==> src/rtl/point_cloud_streamer_pkg.sv <==
`default_nettype none
// ============================================================================
//  Module   : point_pkg
//  Purpose  : Shared definitions for the point-cloud streamer: coordinate
//             widths, packed point layout, empty-slot sentinel, FSM states
//             and the sine generator used to build the trig ROM.
//  Revision : 1.0  initial release
// ============================================================================
package point_pkg;

  // Coordinate widths and packed {x, y, z} layout in memory words
  localparam int X_W   = 9;
  localparam int Y_W   = 8;
  localparam int Z_W   = 9;
  localparam int PT_W  = X_W + Y_W + Z_W;
  localparam int X_LSB = 17;
  localparam int Y_LSB = 9;
  localparam int Z_LSB = 0;

  // A y value of all ones marks an empty memory slot
  localparam logic [Y_W-1:0] Y_SENTINEL = 8'hFF;

  // Horizontal screen centre used by the downstream projection stage
  localparam int SCREEN_CENTER = 160;

  // Q1.15 full scale, also the cosine value at angle 0
  localparam logic signed [15:0] TRIG_ONE = 16'sd32767;

  typedef enum logic [1:0] {
    ST_IDLE       = 2'd0,
    ST_LOAD_ANGLE = 2'd1,
    ST_STREAM     = 2'd2,
    ST_DRAIN      = 2'd3
  } state_t;

  // pi in unsigned Q4.60
  localparam logic [127:0] PI_Q60 = 128'h3243F6A8885A308D;

  // round(32767*sin(2*pi*k/256)). The first quadrant is evaluated with a
  // Taylor series in Q60 fixed point, which is far more precise than the
  // final 16-bit rounding needs; the other quadrants follow by symmetry.
  // Only ever called with constant arguments to build the ROM.
  function automatic logic signed [15:0] trig_sin(input logic [7:0] k);
    logic [6:0]   r;
    logic [127:0] x;
    logic [127:0] x2;
    logic [127:0] term;
    logic [127:0] sum;
    logic [127:0] mag;
    r    = k[6] ? (7'd64 - {1'b0, k[5:0]}) : {1'b0, k[5:0]};
    x    = (PI_Q60 * {121'd0, r}) >> 7;
    x2   = (x * x) >> 60;
    term = x;
    sum  = x;
    // Terms shrink monotonically for x <= pi/2, so partial sums stay positive
    for (int n = 1; n <= 12; n++) begin
      term = ((term * x2) >> 60) / 128'((2 * n) * (2 * n + 1));
      if (n[0]) sum = sum - term;
      else      sum = sum + term;
    end
    mag = (sum * 128'd32767 + (128'd1 << 59)) >> 60;
    trig_sin = k[7] ? -$signed(mag[15:0]) : $signed(mag[15:0]);
  endfunction

endpackage
`default_nettype wire

==> src/rtl/point_cloud_streamer_if.sv <==
`default_nettype none
// ============================================================================
//  Module   : point_cloud_streamer_if
//  Purpose  : Point-memory read bus plus the x/y/z point stream toward the
//             projection stage.
//  Revision : 1.0  initial release
// ============================================================================
interface point_cloud_streamer_if #(
  parameter int ADDR_W = 10
) ();
  import point_pkg::*;

  logic [ADDR_W-1:0] mem_addr_out;
  logic [PT_W-1:0]   mem_data_in;
  logic [X_W-1:0]    x_out;
  logic [Y_W-1:0]    y_out;
  logic [Z_W-1:0]    z_out;
  logic              valid_out;

  // Streamer side: drives the address and the point stream
  modport master (
    output mem_addr_out,
    input  mem_data_in,
    output x_out,
    output y_out,
    output z_out,
    output valid_out
  );

  // Memory / consumer side
  modport slave (
    input  mem_addr_out,
    output mem_data_in,
    input  x_out,
    input  y_out,
    input  z_out,
    input  valid_out
  );
endinterface
`default_nettype wire

==> src/rtl/point_cloud_streamer_trig_lut.sv <==
`default_nettype none
// ============================================================================
//  Module   : trig_lut
//  Purpose  : 256-entry Q1.15 cosine/sine ROM indexed by an 8-bit angle.
//  Revision : 1.0  initial release
// ============================================================================
module trig_lut
  import point_pkg::*;
(
  input  logic        [7:0]  angle_in,
  output logic signed [15:0] cos_out,
  output logic signed [15:0] sin_out
);

  logic signed [15:0] cos_rom [256];
  logic signed [15:0] sin_rom [256];

  // Each entry is an elaboration-time constant; cos(k) is sin(k + quarter turn)
  for (genvar k = 0; k < 256; k++) begin : g_rom
    localparam logic signed [15:0] COS_K = trig_sin(8'(k + 64));
    localparam logic signed [15:0] SIN_K = trig_sin(8'(k));
    assign cos_rom[k] = COS_K;
    assign sin_rom[k] = SIN_K;
  end

  assign cos_out = cos_rom[angle_in];
  assign sin_out = sin_rom[angle_in];

endmodule
`default_nettype wire

==> src/rtl/point_cloud_streamer.sv <==
`default_nettype none
// ============================================================================
//  Module   : point_cloud_streamer
//  Purpose  : Streams NUM_POINTS packed points from a 2-cycle-latency memory
//             per frame, drops empty slots, and presents the frame's
//             rotation angle as Q1.15 cosine/sine.
//  Revision : 1.0  initial release
// ============================================================================
module point_cloud_streamer
  import point_pkg::*;
#(
  parameter int NUM_POINTS = 1024,
  parameter int ADDR_W     = 10,
  parameter int ANGLE_STEP = 1
) (
  input  logic               clk_in,
  input  logic               rst_n_in,
  input  logic               frame_start_in,
  input  logic               rotate_en_in,
  point_cloud_streamer_if.master bus_if,
  output logic signed [15:0] cos_out,
  output logic signed [15:0] sin_out,
  output logic               busy_out,
  output logic               frame_done_out,
  output logic               overrun_out
);

  // Truncation to 8 bits is exactly "mod 256" for the angle step
  localparam logic [7:0]        ANGLE_INC = 8'(ANGLE_STEP);
  localparam logic [ADDR_W-1:0] LAST_ADDR = ADDR_W'(NUM_POINTS - 1);

  state_t             state_q;
  logic [7:0]         angle_q;
  logic [7:0]         angle_d;
  logic [ADDR_W-1:0]  addr_q;
  logic [2:0]         issue_q;
  logic               issue_d;
  logic signed [15:0] cos_q;
  logic signed [15:0] sin_q;
  logic signed [15:0] lut_cos;
  logic signed [15:0] lut_sin;
  logic               busy_q;
  logic               done_q;
  logic               overrun_q;

  logic [X_W-1:0]     x_q;
  logic [Y_W-1:0]     y_q;
  logic [Z_W-1:0]     z_q;
  logic               valid_q;

  logic [X_W-1:0]     mem_x;
  logic [Y_W-1:0]     mem_y;
  logic [Z_W-1:0]     mem_z;
  logic               point_ok;

  trig_lut u_trig_lut (
    .angle_in (angle_q),
    .cos_out  (lut_cos),
    .sin_out  (lut_sin)
  );

  assign angle_d = angle_q + ANGLE_INC;

  // An address is issued on the LOAD_ANGLE exit edge (address 0) and on
  // every STREAM edge that still has addresses left
  always_comb begin
    issue_d = 1'b0;
    if (state_q == ST_LOAD_ANGLE) begin
      issue_d = 1'b1;
    end else if (state_q == ST_STREAM && addr_q != LAST_ADDR) begin
      issue_d = 1'b1;
    end
  end

  // Frame sequencing, angle, address counter and issue tracking
  always_ff @(posedge clk_in or negedge rst_n_in) begin
    if (!rst_n_in) begin
      state_q   <= ST_IDLE;
      angle_q   <= 8'd0;
      addr_q    <= '0;
      issue_q   <= 3'b000;
      cos_q     <= TRIG_ONE;
      sin_q     <= 16'sd0;
      busy_q    <= 1'b0;
      done_q    <= 1'b0;
      overrun_q <= 1'b0;
    end else begin
      done_q  <= 1'b0;
      issue_q <= {issue_q[1:0], issue_d};

      if (frame_start_in && state_q != ST_IDLE) begin
        overrun_q <= 1'b1;
      end

      case (state_q)
        ST_IDLE: begin
          if (frame_start_in) begin
            state_q <= ST_LOAD_ANGLE;
            busy_q  <= 1'b1;
            if (rotate_en_in) begin
              angle_q <= angle_d;
            end
          end
        end
        ST_LOAD_ANGLE: begin
          cos_q   <= lut_cos;
          sin_q   <= lut_sin;
          addr_q  <= '0;
          state_q <= ST_STREAM;
        end
        ST_STREAM: begin
          if (addr_q == LAST_ADDR) begin
            state_q <= ST_DRAIN;
          end else begin
            addr_q <= addr_q + ADDR_W'(1);
          end
        end
        ST_DRAIN: begin
          if (issue_q == 3'b000) begin
            done_q  <= 1'b1;
            busy_q  <= 1'b0;
            state_q <= ST_IDLE;
          end
        end
        default: begin
          state_q <= ST_IDLE;
          busy_q  <= 1'b0;
        end
      endcase
    end
  end

  assign mem_x    = bus_if.mem_data_in[X_LSB +: X_W];
  assign mem_y    = bus_if.mem_data_in[Y_LSB +: Y_W];
  assign mem_z    = bus_if.mem_data_in[Z_LSB +: Z_W];
  assign point_ok = issue_q[2] && (mem_y != Y_SENTINEL);

  // Output stage: capture tracked reads, holding x/y/z across empty slots
  always_ff @(posedge clk_in or negedge rst_n_in) begin
    if (!rst_n_in) begin
      x_q     <= '0;
      y_q     <= '0;
      z_q     <= '0;
      valid_q <= 1'b0;
    end else begin
      valid_q <= point_ok;
      if (point_ok) begin
        x_q <= mem_x;
        y_q <= mem_y;
        z_q <= mem_z;
      end
    end
  end

  assign bus_if.mem_addr_out = addr_q;
  assign bus_if.x_out        = x_q;
  assign bus_if.y_out        = y_q;
  assign bus_if.z_out        = z_q;
  assign bus_if.valid_out    = valid_q;

  assign cos_out        = cos_q;
  assign sin_out        = sin_q;
  assign busy_out       = busy_q;
  assign frame_done_out = done_q;
  assign overrun_out    = overrun_q;

endmodule
`default_nettype wire

==> src/flat_wrapper.sv <==
// flat-port wrapper written by rule: the top's interface ports become plain ports
module point_cloud_streamer_flat import point_pkg::*;
#(
  parameter int NUM_POINTS = 1024,
  parameter int ADDR_W     = 10,
  parameter int ANGLE_STEP = 1
)
  (clk_in, rst_n_in, frame_start_in, rotate_en_in, cos_out, sin_out, busy_out, frame_done_out, overrun_out, bus_if_mem_addr_out, bus_if_mem_data_in, bus_if_x_out, bus_if_y_out, bus_if_z_out, bus_if_valid_out);
  point_cloud_streamer_if #(.ADDR_W(ADDR_W)) bus_if_i ();
  input  logic clk_in;
  input  logic rst_n_in;
  input  logic frame_start_in;
  input  logic rotate_en_in;
  output logic signed [15:0] cos_out;
  output logic signed [15:0] sin_out;
  output logic busy_out;
  output logic frame_done_out;
  output logic overrun_out;
  output wire logic [$bits(bus_if_i.mem_addr_out)-1:0] bus_if_mem_addr_out;
  input wire logic [$bits(bus_if_i.mem_data_in)-1:0] bus_if_mem_data_in;
  output wire logic [$bits(bus_if_i.x_out)-1:0] bus_if_x_out;
  output wire logic [$bits(bus_if_i.y_out)-1:0] bus_if_y_out;
  output wire logic [$bits(bus_if_i.z_out)-1:0] bus_if_z_out;
  output wire logic [$bits(bus_if_i.valid_out)-1:0] bus_if_valid_out;
  assign bus_if_mem_addr_out = bus_if_i.mem_addr_out;
  assign bus_if_i.mem_data_in = bus_if_mem_data_in;
  assign bus_if_x_out = bus_if_i.x_out;
  assign bus_if_y_out = bus_if_i.y_out;
  assign bus_if_z_out = bus_if_i.z_out;
  assign bus_if_valid_out = bus_if_i.valid_out;
  point_cloud_streamer #(.NUM_POINTS(NUM_POINTS), .ADDR_W(ADDR_W), .ANGLE_STEP(ANGLE_STEP)) u_core (.clk_in(clk_in), .rst_n_in(rst_n_in), .frame_start_in(frame_start_in), .rotate_en_in(rotate_en_in), .bus_if(bus_if_i), .cos_out(cos_out), .sin_out(sin_out), .busy_out(busy_out), .frame_done_out(frame_done_out), .overrun_out(overrun_out));
endmodule
==> config.mk <==
export PLATFORM = sky130hd
export DESIGN_NAME = point_cloud_streamer_flat
export DESIGN_NICKNAME = d
export VERILOG_FILES = /design/src/rtl/point_cloud_streamer_pkg.sv /design/src/rtl/point_cloud_streamer_if.sv /design/src/rtl/point_cloud_streamer_trig_lut.sv /design/src/rtl/point_cloud_streamer.sv /design/src/flat_wrapper.sv
export SDC_FILE = /design/constraint.sdc
export NUM_CORES = 1
export LEC_CHECK = 0
export CAP_MARGIN = 20
export CORE_ASPECT_RATIO = 1.4
export CORE_MARGIN = 1.5
export CORE_UTILIZATION = 45
export CTS_CLUSTER_SIZE = 14
export DETAILED_ROUTE_END_ITERATION = 7
export PLACE_DENSITY = 0.7
export SYNTH_ARGS = -nofsm -noshare
export SYNTH_HDL_FRONTEND = slang
export SYNTH_SLANG_ARGS = --single-unit
==> constraint.sdc <==
create_clock -name clk_in -period 8.75 [get_ports clk_in]
set_input_delay 2.1875 -clock clk_in [delete_from_list [all_inputs] [get_ports clk_in]]
set_output_delay 2.1875 -clock clk_in [all_outputs]
set_load 0.005 [all_outputs]
==> Yosys cells after proc, flatten, opt, wreduce, memory -nomap -nowiden <==
Memories as Yosys holds them, arrays and structs flattened. A register that Yosys moved wholly into a read port is not among the register bits.
Index checks and enable logic that the tools add are counted.
{ "totals": {"ff_bits": 53, "romBits": 8192, "input_bits": 30, "output_inout_bits": 72, "word_cells": 53, "memories": 2} }
{ "memory_table": {"columns": ["name", "depth", "word_bits", "rd", "rd_clocked_by_memory_dff", "wr", "line", "source"], "rows": [
  ["(name not given)", 256, 16, 1, 1, 0, "point_cloud_streamer_trig_lut.sv:27", "assign sin_out = sin_rom[angle_in];"],
  ["(name not given)", 256, 16, 1, 1, 0, "point_cloud_streamer_trig_lut.sv:26", "assign cos_out = cos_rom[angle_in];"]
]} }
{ "op_classes": {"addsub": 2, "n_eq_ne": 10, "muxes": 13, "bitwise_logic": 1, "reduce_logical": 14} }
{ "op_table": {"columns": ["operator", "count"], "rows": [
  ["$pmux 10 s2", 1],
  ["$add 10x1->10 const B", 1],
  ["$eq 10x10->1 const B", 1],
  ["$mux 10", 1],
  ["$ne 10x10->1 const B", 1],
  ["$not 8->9", 1],
  ["$reduce_and 3->1", 3],
  ["$add 8x1->8 const B", 1],
  ["$ne 8x8->1 const B", 1],
  ["$pmux 2 s4", 1],
  ["$mux 1", 6],
  ["$mux 2", 3],
  ["$ne 2x2->1 const B", 3],
  ["$reduce_bool 2->1", 3],
  ["$eq 2x2->1 const B", 2],
  ["$logic_and 1x1->1", 3],
  ["$logic_not 3->1", 1],
  ["$eq 2x1->1 const B", 1],
  ["$logic_not 1->1", 2],
  ["$logic_not 2->1", 1],
  ["$ne 2x1->1 const B", 1],
  ["$pmux 1 s2", 1],
  ["$reduce_and 2->1", 1]
]} }

==> Longest topological paths before layout <==
Gate-level depths: netlist of run 1.
{ "depth": {"word_depth": 4, "mapped_depth": 14, "depth_no_buf": 9} }

==> By module <==
Synthesis of run 1 repeated with hierarchy kept, for this count alone.
{ "hier_totals": {"hier_cells": 1068, "area_unflattened_um2": 8755.9} }
{ "modules_own_cells": {"columns": ["module", "n_inst", "cells_per_inst", "area_each_um2", "seq_area_each_um2"], "rows": [
  ["trig_lut", 1, 833, 5283.8, 0.0],
  ["point_cloud_streamer", 1, 235, 3472.1, 2145.8]
]} }

==> Worst setup path before layout of run 1 <==
OpenSTA, ideal clock, no wires.
{ "synth_timing": {"path_type": "input to register", "startpoint": "in bus_if_mem_data_in[15]", "endpoint": "reg u_core.x_q[4], in the netlist u_core.bus_if.x_out[4]", "setup_time_ps": 117, "arrival_ps": 3297, "required_time_ps": 8633, "slack_ps": 5336, "stages": 6, "path_buffers": 1, "path_cell_list": "nand4_1 o21ai_1 clkinv_1 clkbuf_1 nand2_1 nand2_1"} }
{ "synth_between": {"elab_chain_cells": 2} }
{ "synth_lines": {"columns": ["element", "line", "source"], "rows": [
  ["start: declaration", "flat_wrapper.sv:20", "input wire logic [$bits(bus_if_i.mem_data_in)-1:0] bus_if_mem_data_in;"],
  ["$ne 8x8->1", "point_cloud_streamer.sv:136", "assign point_ok = issue_q[2] && (mem_y != Y_SENTINEL);"],
  ["$logic_and 1x1->1", "point_cloud_streamer.sv:136", null],
  ["end signal: assignment", "point_cloud_streamer.sv:148", "x_q <= mem_x;"],
  ["end: declaration", "point_cloud_streamer.sv:46", "logic [X_W-1:0] x_q;"]
]} }
Every way passes these cells.
A chain may end at the register's enable or synchronous reset.

==> Worst setup path after layout of run 1 <==
{ "layout_timing": {"startpoint": "in bus_if_mem_data_in[15]", "endpoint": "reg u_core.x_q[6], in the netlist u_core.bus_if.x_out[6]"} }
Same word-level chain as after synthesis.

==> results.yml, run 1 <==
status:
  status: "finished, final reports clean"
yosys:
  ys.flop_type: "dfrtp_1"
  ys_seq_area_share_pct: 24.4
  yosys_warnings: 0
  synth-edff-count: 0
  synth.avg_cell_area_um2: 7.52
  ys_types: 88
  ys_ff_latch: 85
  syn_inst: 1169
  synth_nets: 1225
  synth-async-reset-ratio_pct: 100
  netlist_area_um2: 8790
sta:
  period_minus_slack_ns: 4.05
  period_share_pct: 46.2
  rsz0062_at_grt: "no"
  fmax_mhz: 247
  max_slew_margin_pct: 22.3
  slew_viol_final: 0
  finalHoldViolCount: 0
  setup_violations: 0
  worstMarginPinSlew_ns: 1.15
  finClkSkew_ns: 0.00682
  fin_ws_ns: 4.70
  fin_setup_tns_ns: 0
placement:
  io_buffers: 101
  hpwlAfterDp_um: 28500
  globalplace.congestion: 1.09
  pre_cts_slack_ns: 4.32
layout:
  seq_area_um2: 2160
  n_antenna_cell: 0
  syn_to_final_growth_pct: 13.5
  n_fill_cell: 1924
  nets: 1239
  drive_gt1_share_pct: 8.75
  multiInputGateArea_um2: 5900
setup_path:
  crit_family: "buffers and inverters"
  worstSetupStartpointType: "input port"
  slowest_stage: "clkinv_1"
  critPathMostFrequentCell: "nand2_1"
  cp.required_ns: 8.97
  critPathKind: "input port to flip-flop"
  crit_arrival_ns: 4.27
  critPathMaxStageDelay_ns: 0.64
  crit_chain: "clkdlybuf4s50_1 > nand4_1 > o21ai_1 > buf_4 > clkinv_1 > nand2_1 > nand2_1"
  worst_setup_path_end_kind: "flip-flop"
  cp_max_fo: 27
  cp_num_buf_inv: 3
clock_tree:
  path_clk_slew_ns: 0.06
  cts_setup_buffers: 0
  clock_path_buffers: 2
  cts.sinks: 85
  cts_htree_levels: 3
  cts_tree: "done"
  root_buffer: "clkbuf_16"
  cts_buffers: 9
  clk-insertion-delay-late_ns: 0.34
  postCtsHoldBufs: 0
  cts_resized: 0
detailed_routing:
  drc: 0
  initialDrtViolationCount: 1465
  first_pass_iters: 6
  wl_um: 40800
  via_per_inst: 6.96
  drtAntennaViolNets: 0
  wl_per_cell_um: 28.4
  vias: 9993
floorplan:
  initial_utilization_pct: 45.8
  die_width_um: 121
  rows: 60
  io-pin-count: 102
  die_area_um2: 20400
  core_um2: 19200
  die_h_um: 168
global_route:
  track_usage_pct: 39.5
  antenna_found_initial: 0
  grt_pass1_vias: 9318
  grt_pass1_wl_um: 60300
  grt_max_degree: 85
  gr-total-overflow: 0
run:
  drv_cap: 0
power:
  ir_worst_vdd_uv: 93.0
  leakage_nw: 3.86
  p_per_area_nw_per_um2: 86.5
worst_hold_path:
  min_path_type: "flip-flop to flip-flop"
## worst register-to-register path, stage by stage (launching register included)
cell and delay, ns:
dfrtp_4 0.90, buf_4 0.84, or2_1 0.59, o221ai_1 0.18, a211oi_1 0.77, a211oi_1 0.26
a22oi_1 0.24, o21ai_1 0.10
## sequential cells by signal, indices dropped and copies added, names as in the netlist, 3 cells and up
signal                      cells
u_core.sin_out                 16
u_core.bus_if.y_out             8
u_core.issue_q                  3
u_core.bus_if.z_out             9
u_core.bus_if.mem_addr_out     10
u_core.cos_out                 16
u_core.angle_q                  8
u_core.bus_if.x_out             9
## cells by family after synthesis
family / synth area share [%]
AOI/OAI and AO/OA: 30.7
adders and majority gates: 3.70
DFF: 24.4
muxes: 4.15
buffers and inverters: 8.48
and+or+nand+nor: 26.7
xor gates and xnor gates: 1.89
## through the flow
stage / instance area (um2) / std cells / power (W) / hold WS [ns] / utilization [%]
finish: 9980 / 1436 / 0.000864 / 0.378 / 52.0
global route: 9980 / 1436 / 0.000894 / 0.390 / 52.0
CTS: 9980 / 1436 / 0.000869 / 0.379 / 52.0
detailed placement: 9660 / 1420 / 0.000452 / 0.361 / 50.3
global placement: 9660 / 1420 / 0.000451 / 0.362 / 50.3
floorplan: 8790 / 1169 / 0.000416 / 0.355 / -
## layout by cell type, fill, tap and decap left out, drive strengths merged, types with 10 or more instances in the layout
master / count
a32oi: 12
o211ai: 20
or2: 15
o311ai: 13
o21ai: 96
a21oi: 79
nand2b: 42
nor2: 71
mux2i: 14
dfrtp: 70
a311oi: 10
a211oi: 12
nor2b: 26
clkbuf: 11
inv: 23
a211o: 10
xnor2: 12
and3: 12
a31oi: 21
buf: 26
nand2: 170
nand4: 12
clkdlybuf4s50: 100
dfstp: 15
ha: 26
o221ai: 21
o31ai: 14
and2: 15
nand3: 42
nor3: 26
## synthesized netlist by cell type (19+ instances only)
library cell / n / area share (%)
a21oi_1: 78 / 4.4
inv_1: 20 / 0.85
nand3_1: 42 / 2.4
dfrtp_1: 70 / 20
nand2_1: 170 / 7.3
nor2_1: 67 / 2.9
clkbuf_1: 42 / 1.8
nand2b_1: 41 / 2.9
a31oi_1: 21 / 1.5
nor2b_1: 22 / 1.6
ha_1: 26 / 3.7
o211ai_1: 20 / 1.7
nor3_1: 25 / 1.4
o221ai_1: 19 / 1.9
o21ai_0: 78 / 4.4
buf_2: 47 / 2.7
## routing by layer
layer | global-route usage [%] | wire length, um
met1 | 47.4 | 14700
met2 | 64.1 | 18700
met5 | 0 | 0
met4 | 24.2 | 3050
met3 | 8.74 | 4320
## final timing paths
kind	slack (ns)	start	to	cells past startpoint
max	4.70	bus_if_mem_data_in[15]	u_core.bus_if.x_out[6]	7
min	0.38	u_core.issue_q[0]	u_core.issue_q[1]	0
max reg2reg	4.73	u_core.angle_q[2]	u_core.sin_out[3]	7
min reg2reg	0.38	u_core.issue_q[0]	u_core.issue_q[1]	0
max in group asynchronous	5.85	rst_n_in	u_core.angle_q[3]	2
min in group asynchronous	1.66	rst_n_in	u_core.bus_if.mem_addr_out[5]	1
## final cells by class
cell class	count	area share, %
sequential	85	21.6
clock buffer	11	2.43
multi-input combinational	937	59.1
tap	248	3.11
inverter	24	0.902
clock inverter	5	0.840
timing repair buffer	126	12.0
## power by group
group | switching, W | internal (W) | leakage [nW]
combinational | 0.0000166 | 0.0000242 | 2.74
sequential | 0.00000338 | 0.000400 | 0.970
clock | 0.000161 | 0.000259 | 0.152
Note: power is estimated with default switching activity, not from simulation.
==> run 2, diff against run 1 <==
- clock period: 8.75 -> 4.18 ns (I/O delays scaled with it)
==> results.yml, run 2 (synthesis results as in run 1) <==
sta:
  rsz0062_at_grt: "no"
  worstMarginPinSlew_ns: 1.08
  finalHoldViolCount: 0
  setup_violations: 0
  slew_viol_final: 0
  fin_setup_tns_ns: 0
  period_minus_slack_ns: 3.37
  hold_ws_ns: 0.370
  fin_ws_ns: 0.809
  finClkSkew_ns: 0.0111
  max_slew_margin_pct: 27.9
  fmax_mhz: 297
  period_share_pct: 80.6
run:
  drv_cap: 0
detailed_routing:
  drc: 0
  wl_per_cell_um: 29.1
  wl_met1_um: 15600
  dr.max_layer_used: "met4"
  initialDrtViolationCount: 1392
  met3_length_um: 4150
  met2_length_um: 18600
  wl_um: 42200
  drtAntennaViolNets: 0
  vias: 10100
  via_per_inst: 6.95
  first_pass_iters: 6
clock_tree:
  clock_path_buffers: 2
  cts_resized: 0
  cts_htree_levels: 3
  clk-insertion-delay-late_ns: 0.34
  path_clk_slew_ns: 0.07
  postCtsHoldBufs: 0
  cts_tree: "done"
  cts_buffers: 9
  cts.sinks: 85
  cts_setup_buffers: 0
  root_buffer: "clkbuf_16"
setup_path:
  crit_arrival_ns: 3.63
  cp.required_ns: 4.44
  critPathKind: "flip-flop to flip-flop"
  worst_setup_path_end_kind: "flip-flop"
  worstSetupStartpointType: "flip-flop"
  cp_max_fo: 28
power:
  p_seq_share_pct: 46.4
  finalPower_w: 0.00182
  leakage_nw: 3.96
  switching_share_pct: 21.7
  p_int_w: 0.00142
  p_switching_w: 0.000395
  power_frac_clock_pct: 48.7
  p_comb_share_pct: 4.9
  ir_worst_vdd_uv: 192
  p_per_area_nw_per_um2: 179
placement:
  io_buffers: 101
  hpwlAfterDp_um: 30300
  globalplace.congestion: 1.11
  pre_cts_slack_ns: 0.868
  place_area_um2: 9790
global_route:
  gr-total-overflow: 0
  track_usage_pct: 40.6
  grt_max_degree: 150
  antenna_found_initial: 0
  grt_pass1_wl_um: 61700
  grt_pass1_vias: 9636
floorplan:
  initial_utilization_pct: 45.8
  die_h_um: 168
  io-pin-count: 102
  rows: 60
  die_area_um2: 20400
  core_um2: 19200
  die_width_um: 121
layout:
  syn_to_final_growth_pct: 15.4
  nets: 1254
  final_common_cell: "nand2_1"
  drive_gt1_share_pct: 9.98
  design_area_um2: 10100
  layout_common_cells: "nand2_1 (170), clkdlybuf4s50_1 (100), a21oi_1 (78), o21ai_0 (78), nor2_1 (67)"
status:
  status: "finished, final reports clean"
worst_hold_path:
  min_path_type: "flip-flop to flip-flop"
run 2: power groups by stage:
stage | Sequential [W] | Combinational (W) | Clock, W
4_1_cts | 0.000843 | 0.0000873 | 0.000902
3_3_place_gp | 0.000858 | 0.0000870 | 0
6_report | 0.000843 | 0.0000884 | 0.000886
2_1_floorplan | 0.000860 | 0.0000104 | 0
3_5_place_dp | 0.000858 | 0.0000868 | 0
5_1_grt | 0.000844 | 0.0000982 | 0.000930
run 2: layout make-up:
class / instances / area, um2
fillers: 1906 / 9070
multi-input cells: 937 / 5900
flip-flops and latches: 85 / 2160
repair buffers: 141 / 1350
well taps: 248 / 310
clock buffers: 9 / 225
clock inverters: 7 / 105
inverters: 24 / 90.1
diodes: 1 / 2.50
run 2: metal layers:
metal / global-route usage [%] / up-vias
met2: 63.7 / 729
li1: - / 4366
met4: 30.8 / 0
met3: 7.05 / 215
met1: 49.4 / 4782
met5: 0 / -
run 2: path summary, 6_finish.rpt:
kind                                                       to              start  depth (start not counted)  slack (ns)
worst max-delay path                        u_core.cos_out[3]  u_core.angle_q[0]                          8        0.81
worst min-delay path                        u_core.issue_q[2]  u_core.issue_q[1]                          0        0.37
worst max register to register              u_core.cos_out[3]  u_core.angle_q[0]                          8        0.81
worst min register to register              u_core.issue_q[2]  u_core.issue_q[1]                          0        0.37
max in group asynchronous                   u_core.cos_out[1]           rst_n_in                          2        3.01
min in group asynchronous       u_core.bus_if.mem_addr_out[3]           rst_n_in                          1        0.52
run 2: worst max-delay path, stage by stage (launching register included):
cell	delay [ns]
dfrtp_1	0.40
buf_4	0.43
ha_1	0.73
nor2b_1	0.23
o21ai_0	0.21
nand4_1	0.19
a211oi_1	0.77
a22oi_1	0.16
o21ai_1	0.14
run 2: metrics by stage:
stage / instances / utilization, %
6_report: 1452 / 52.8
5_1_grt: 1451 / 52.8
4_1_cts: 1450 / 52.6
3_5_place_dp: 1434 / 50.9
3_3_place_gp: 1434 / 50.9
2_1_floorplan: 1169 / -
